**src/rtl/pipeline_ctrl_pkg.sv**
```systemverilog
// Shared encodings and the per-cycle control bundle for the pipeline hazard controller.
package pipeline_ctrl_pkg;

  typedef enum logic [1:0] {
    ST_RUN        = 2'd0,
    ST_LSU_WAIT   = 2'd1,
    ST_TRAP_DRAIN = 2'd2
  } pctrl_state_e;

  typedef enum logic [1:0] {
    REDIR_NONE   = 2'd0,
    REDIR_BRANCH = 2'd1,
    REDIR_TRAP   = 2'd2
  } redir_e;

  // stall bits: [4] pc, [3] if_id, [2] id_ex, [1] ex_mem, [0] mem_wb
  // flush bits: [3] if_id, [2] id_ex, [1] ex_mem, [0] mem_wb
  typedef struct packed {
    logic [4:0] stall;
    logic [3:0] flush;
    redir_e     redir;
  } ctrl_t;

  localparam logic [4:0] STALL_NONE = 5'b00000;
  localparam logic [4:0] STALL_LSU  = 5'b11110;
  localparam logic [4:0] STALL_IFU  = 5'b10000;
  localparam logic [4:0] STALL_LU   = 5'b11000;

  localparam logic [3:0] FLUSH_NONE   = 4'b0000;
  localparam logic [3:0] FLUSH_TRAP   = 4'b1110;
  localparam logic [3:0] FLUSH_LSU    = 4'b0001;
  localparam logic [3:0] FLUSH_BRANCH = 4'b1100;
  localparam logic [3:0] FLUSH_IFU    = 4'b1000;
  localparam logic [3:0] FLUSH_LU     = 4'b0100;

  function automatic ctrl_t make_ctrl(input logic [4:0] stall, input logic [3:0] flush,
                                      input redir_e redir);
    ctrl_t c;
    c.stall = stall;
    c.flush = flush;
    c.redir = redir;
    return c;
  endfunction

endpackage

```
**src/rtl/pipeline_ctrl_sat_counter.sv**
```systemverilog
// Up-counter with synchronous clear and increment; holds at all-ones instead of wrapping.
module pipeline_ctrl_sat_counter #(
  parameter int CNT_W = 8
) (
  input  logic             clk,
  input  logic             rst,
  input  logic             clear,
  input  logic             inc,
  output logic [CNT_W-1:0] count
);

  always_ff @(posedge clk) begin
    if (rst || clear) begin
      count <= '0;
    end else if (inc && (count != {CNT_W{1'b1}})) begin
      count <= count + 1'b1;
    end
  end

endmodule

```
**src/rtl/pipeline_ctrl.sv**
```systemverilog
// Hazard controller: stall/flush/redirect for the 5-stage pipeline, plus LSU-wait and trap-drain sequencing.
module pipeline_ctrl
  import pipeline_ctrl_pkg::*;
#(
  parameter int TRAP_DRAIN_CYC = 1,
  parameter int WAIT_TIMEOUT   = 255,
  parameter int CNT_W          = 8
) (
  input  logic       clk,
  input  logic       rst,
  input  logic       trap_valid_i,
  input  logic       lsu_req_i,
  input  logic       lsu_ready_i,
  input  logic       branch_redirect_i,
  input  logic       ifu_busy_i,
  input  logic       load_use_hazard_i,
  output logic       stall_pc_o,
  output logic       stall_if_id_o,
  output logic       stall_id_ex_o,
  output logic       stall_ex_mem_o,
  output logic       stall_mem_wb_o,
  output logic       flush_if_id_o,
  output logic       flush_id_ex_o,
  output logic       flush_ex_mem_o,
  output logic       flush_mem_wb_o,
  output logic [1:0] redirect_sel_o,
  output logic       lsu_timeout_o,
  output logic [1:0] state_o
);

  localparam logic [CNT_W-1:0] WAIT_MAX   = CNT_W'(WAIT_TIMEOUT);
  localparam logic [CNT_W-1:0] DRAIN_LAST = CNT_W'(TRAP_DRAIN_CYC - 1);
  localparam logic [CNT_W:0]   WAIT_LIMIT = (CNT_W+1)'(WAIT_TIMEOUT);

  pctrl_state_e     state_q, state_d;
  logic [CNT_W-1:0] cnt_q;
  logic             cnt_clr, cnt_inc;
  logic             timeout_q, timeout_set;
  ctrl_t            ctrl;

  always_ff @(posedge clk) begin
    if (rst) begin
      state_q   <= ST_RUN;
      timeout_q <= 1'b0;
    end else begin
      state_q <= state_d;
      if (timeout_set) timeout_q <= 1'b1;
    end
  end

  pipeline_ctrl_sat_counter #(.CNT_W(CNT_W)) u_cnt (
    .clk   (clk),
    .rst   (rst),
    .clear (cnt_clr),
    .inc   (cnt_inc),
    .count (cnt_q)
  );

  always_comb begin
    state_d     = state_q;
    cnt_clr     = 1'b0;
    cnt_inc     = 1'b0;
    timeout_set = 1'b0;
    case (state_q)
      ST_RUN: begin
        if (trap_valid_i) begin
          cnt_clr = 1'b1;
          state_d = ST_TRAP_DRAIN;
        end else if (lsu_req_i && !lsu_ready_i) begin
          cnt_clr = 1'b1;
          state_d = ST_LSU_WAIT;
        end
      end
      ST_LSU_WAIT: begin
        if (!lsu_ready_i) begin
          // The counter parks at the timeout value; the flag is raised on the edge it gets there.
          cnt_inc     = (cnt_q < WAIT_MAX);
          timeout_set = (({1'b0, cnt_q} + (CNT_W+1)'(1)) >= WAIT_LIMIT);
        end else if (trap_valid_i) begin
          cnt_clr = 1'b1;
          state_d = ST_TRAP_DRAIN;
        end else begin
          state_d = ST_RUN;
        end
      end
      ST_TRAP_DRAIN: begin
        if (trap_valid_i) begin
          cnt_clr = 1'b1;
        end else if (cnt_q == DRAIN_LAST) begin
          cnt_clr = 1'b1;
          state_d = ST_RUN;
        end else begin
          cnt_inc = 1'b1;
        end
      end
      default: state_d = ST_RUN;
    endcase
  end

  // lsu_req_i/lsu_ready_i: a request is held while ready is low; the cycle ready is high completes it.
  always_comb begin
    ctrl = make_ctrl(STALL_NONE, FLUSH_NONE, REDIR_NONE);
    if (!rst) begin
      case (state_q)
        ST_RUN: begin
          if (trap_valid_i)                    ctrl = make_ctrl(STALL_NONE, FLUSH_TRAP, REDIR_TRAP);
          else if (lsu_req_i && !lsu_ready_i)  ctrl = make_ctrl(STALL_LSU, FLUSH_LSU, REDIR_NONE);
          else if (branch_redirect_i)          ctrl = make_ctrl(STALL_NONE, FLUSH_BRANCH, REDIR_BRANCH);
          else if (ifu_busy_i)                 ctrl = make_ctrl(STALL_IFU, FLUSH_IFU, REDIR_NONE);
          else if (load_use_hazard_i)          ctrl = make_ctrl(STALL_LU, FLUSH_LU, REDIR_NONE);
        end
        ST_LSU_WAIT: begin
          if (!lsu_ready_i)      ctrl = make_ctrl(STALL_LSU, FLUSH_LSU, REDIR_NONE);
          else if (trap_valid_i) ctrl = make_ctrl(STALL_NONE, FLUSH_TRAP, REDIR_TRAP);
        end
        ST_TRAP_DRAIN: ctrl = make_ctrl(STALL_NONE, FLUSH_TRAP, REDIR_NONE);
        default: ctrl = make_ctrl(STALL_NONE, FLUSH_NONE, REDIR_NONE);
      endcase
    end
  end

  assign stall_pc_o     = ctrl.stall[4];
  assign stall_if_id_o  = ctrl.stall[3];
  assign stall_id_ex_o  = ctrl.stall[2];
  assign stall_ex_mem_o = ctrl.stall[1];
  assign stall_mem_wb_o = ctrl.stall[0];
  assign flush_if_id_o  = ctrl.flush[3];
  assign flush_id_ex_o  = ctrl.flush[2];
  assign flush_ex_mem_o = ctrl.flush[1];
  assign flush_mem_wb_o = ctrl.flush[0];
  assign redirect_sel_o = ctrl.redir;
  assign lsu_timeout_o  = timeout_q;
  assign state_o       = state_q;

endmodule

```
**config.mk**
```make
export PLATFORM = sky130hd
export DESIGN_NAME = pipeline_ctrl
export DESIGN_NICKNAME = d
export VERILOG_FILES = /design/src/rtl/pipeline_ctrl_pkg.sv /design/src/rtl/pipeline_ctrl_sat_counter.sv /design/src/rtl/pipeline_ctrl.sv
export SDC_FILE = /design/constraint.sdc
export NUM_CORES = 1
export LEC_CHECK = 0
export BUFFER_PORTS_ARGS = -buffer_cell sky130_fd_sc_hd__buf_2
export CAP_MARGIN = 20
export CORE_AREA = 4 4 52 54
export CTS_CLUSTER_DIAMETER = 50
export CTS_CLUSTER_SIZE = 16
export DETAILED_ROUTE_END_ITERATION = 6
export DIE_AREA = 0 0 56 58
export GPL_TIMING_DRIVEN = 0
export PLACE_DENSITY_LB_ADDON = 0.08
export SLEW_MARGIN = 20
export SYNTH_ARGS = -nofsm -noshare
export SYNTH_HDL_FRONTEND = slang
export SYNTH_HIERARCHICAL = 1
export SYNTH_SLANG_ARGS = --single-unit
```
**constraint.sdc**
```tcl
create_clock -name clk -period 3.6 [get_ports clk]
set_clock_uncertainty 0.15 [all_clocks]
set_input_delay 0.36 -clock clk [delete_from_list [all_inputs] [get_ports clk]]
set_output_delay 0.36 -clock clk [all_outputs]
set_load 0.005 [all_outputs]
```
==> impl_metrics.py <==
metrics = {
    "clock_tree": {
        "h-tree-depth": 1,
        "cts_setup_buffers": 0,
        "cts_tree": "yes",
        "ctsHoldBuffers": 0,
        "clock-root-buffer": "clkbuf_4",
        "clkSlewWorstSetupHoldPaths_ps": 80,
        "numClockSinks": 11,
        "cts_buffer_depth": 2,
        "ctsResizeCount": 0,
        "cts_buffers": 3,
        "insertion_delay_ps": 270,
    },
    "power": {
        "totalPowerFinal_w": 0.0003190,
        "p_per_area_nw_per_um2": 279.2,
        "vdd_drop_max_mv": 0.1494,
        "leakage_nw": 0.5152,
    },
    "critical_path": {
        "startpoint": "u_cnt/count[0]",
        "reg2reg_from": "u_cnt/count[0]",
        "endpoint_kind": "flip-flop",
        "required_ps": 3620,
        "critPathArrivalTime_ps": 2620,
        "worstSetupPathType": "flip-flop to flip-flop",
        "cp_max_fo": 8,
        "cp-start-kind": "flip-flop",
    },
    "die": {
        "dieArea_sq_um": 3248,
        "num_rows": 17,
        "boundaryPins": 22,
        "die_w_um": 56,
        "core_area_sq_um": 2212,
        "die_h_um": 58,
        "initial_core_util_pct": 44.34,
    },
    "placement": {
        "gp_congestion": 0.7946,
        "place_ws_ps": 972.2,
        "place_inst": 172,
        "io_buffers": 20,
        "place_hpwl_um": 1801,
    },
    "sta": {
        "setup_ws_ps": 998.3,
        "hold_viol_final": 0,
        "setup_viol_count_final": 0,
        "max_freq_mhz": 384.4,
        "report.final.slew_viol_count": 0,
        "rsz0062_at_grt": "no",
        "post-route-period-util_pct": 72.27,
        "fin_setup_tns_ps": 0,
        "finalCriticalPeriod_ps": 2602,
    },
    "detailed_routing": {
        "drtIter0Drc": 15,
        "ant_nets": 0,
        "wl_um": 2279,
        "via_per_inst": 5.568,
        "drtPass1Iterations": 4,
        "drc": 0,
        "wl_per_cell_um": 12.95,
        "dr_total_vias": 980,
    },
    "finish": {
        "instances_no_fill": 176,
        "final_nets": 165,
        "diodes": 0,
        "synthToLayoutAreaGrowth_pct": 16.45,
        "n_fill_cell": 225,
        "drive_gt1_share_pct": 25.68,
        "utilization_pct": 51.64,
    },
    "yosys": {
        "yosys.cell_count.top_type": "a21oi_1",
        "synth_top_area_cell": "dfxtp_1",
        "synth-seq-cells": 11,
        "synth_fa_ha_area_share_pct": 10.20,
        "synth-edff-count": 0,
        "yosysWarnings": 6,
        "synth.distinct_cells": 43,
        "synthXorXnorAreaFrac_pct": 0,
        "synth_area_leaders": "dfxtp_1 (22%), ha_1 (10%), a21oi_1 (6.6%), mux2i_1 (4.1%), o21ai_0 (4.1%)",
        "seq_area_frac_synth_pct": 22.45,
        "synth_area_sq_um": 980.9,
        "yosys_most_used_dff": "dfxtp_1",
        "synth_compound_area_share_pct": 26.53,
        "syn-num-nets": 140,
        "synth_top_area_share_pct": 22.45,
        "yosys-top-cells-count": "a21oi_1 (13), dfxtp_1 (11), nand2_1 (10), ha_1 (8), o21ai_0 (8)",
        "muxShareOfSynthArea_pct": 4.082,
        "yosys.area_share.simple_pct": 30.48,
        "synth_top_family_by_area": "simple AND/OR/NAND/NOR gates",
        "async_reset_ff_share_pct": 0,
        "avgSynthCellArea_sq_um": 7.911,
        "synth_cells": 124,
    },
    "run": {
        "cap_violations": 0,
    },
    "run_status": {
        "status": "completed",
    },
    "grt": {
        "grt_max_degree": 12,
        "grt_overflow": 0,
        "antenna_found_initial": 0,
        "grt_pass1_vias": 950,
        "grt_pass1_wl_um": 4084,
        "grt_util_all_layers_pct": 15.35,
    },
    "hold_path": {
        "hold_path.startpoint": "rst",
        "hold_class": "input pin to flip-flop",
    },
}
[state kept, by name, summed over array words and instances, names as in the netlist]
register and flops:
lsu_timeout_o 1, state_o 2, u_cnt/count 8
[placed cells by master, fill, tap and decap left out, types with 2 or more instances in the layout]
cell type / instances
or3_1: 2
and3b_1: 2
nor2_1: 4
buf_2: 21
nand2_1: 10
mux2i_1: 4
o21ai_0: 8
a21oi_1: 13
nand3_1: 4
and4_2: 2
clkbuf_1: 2
and3_1: 3
nand4_1: 2
clkbuf_4: 3
and2_1: 3
nor3_1: 5
nand2b_1: 2
o21a_1: 2
a211o_2: 2
buf_4: 3
inv_1: 7
ha_1: 8
nor2b_1: 5
dfxtp_1: 11
[cells by family (layout without fill, tap and decap cells)]
family | after synthesis | count (layout)
and+or+nand+nor | 51 | 51
AOI/OAI and AO/OA | 37 | 37
buffers and inverters | 12 | 36
DFF | 11 | 11
adders and majority gates | 8 | 8
muxes | 4 | 4
other | 1 | 1
[worst paths after layout]
path                                  endpoint  slack (ps)  depth (start not counted)
worst max register to register  u_cnt/count[5]        1000                          9
worst min register to register   lsu_timeout_o         390                          2
worst max-delay path            u_cnt/count[5]        1000                          9
worst min-delay path            u_cnt/count[2]         160                          2
[area by class of cell]
| class | count | area [sq um] | area share (%) |
|---|---|---|---|
| plain buffers | 5 | 31.28 | 2.738 |
| clock buffers | 4 | 26.28 | 2.300 |
| inverters | 7 | 26.28 | 2.300 |
| well taps | 28 | 35.03 | 3.067 |
| repair buffers | 20 | 100.1 | 8.762 |
| flip-flops and latches | 11 | 220.2 | 19.28 |
| multi-input cells | 101 | 703.2 | 61.56 |
[routing by layer]
| metal | up-vias | global-route usage, % | share of wire (%) | wire, um |
|---|---|---|---|---|
| met5 | - | 0 | 0 | 0 |
| met4 | 0 | 5.085 | 1.2 | 28 |
| met3 | 4 | 4.232 | 5.8 | 132 |
| met2 | 24 | 24.37 | 45 | 1019 |
| met1 | 448 | 20.13 | 48 | 1099 |
| li1 | 504 | - | - | - |
[power breakdown]
group	total, W	internal [W]	switching [W]
sequential	0.000129	0.000125	0.00000369
combinational	0.000105	0.0000457	0.0000590
clock	0.0000854	0.0000428	0.0000426
[critical path, cell delays in order, from the launching register on]
cell,delay [ps]
dfxtp_1,380
inv_1,110
ha_1,160
or4b_4,470
o41ai_4,350
o2bb2ai_1,90
and2_1,210
and4_1,270
a21oi_1,130
and3b_1,180
[through the flow]
step                      hold WS [ps]  cell area, sq um
after global placement           385.5              1116
after global routing             177.6              1142
after CTS                        164.8              1142
after detailed placement         378.0              1116
final                            164.5              1142
after floorplan                  288.7             980.9
(Power assumes the default switching activity.)
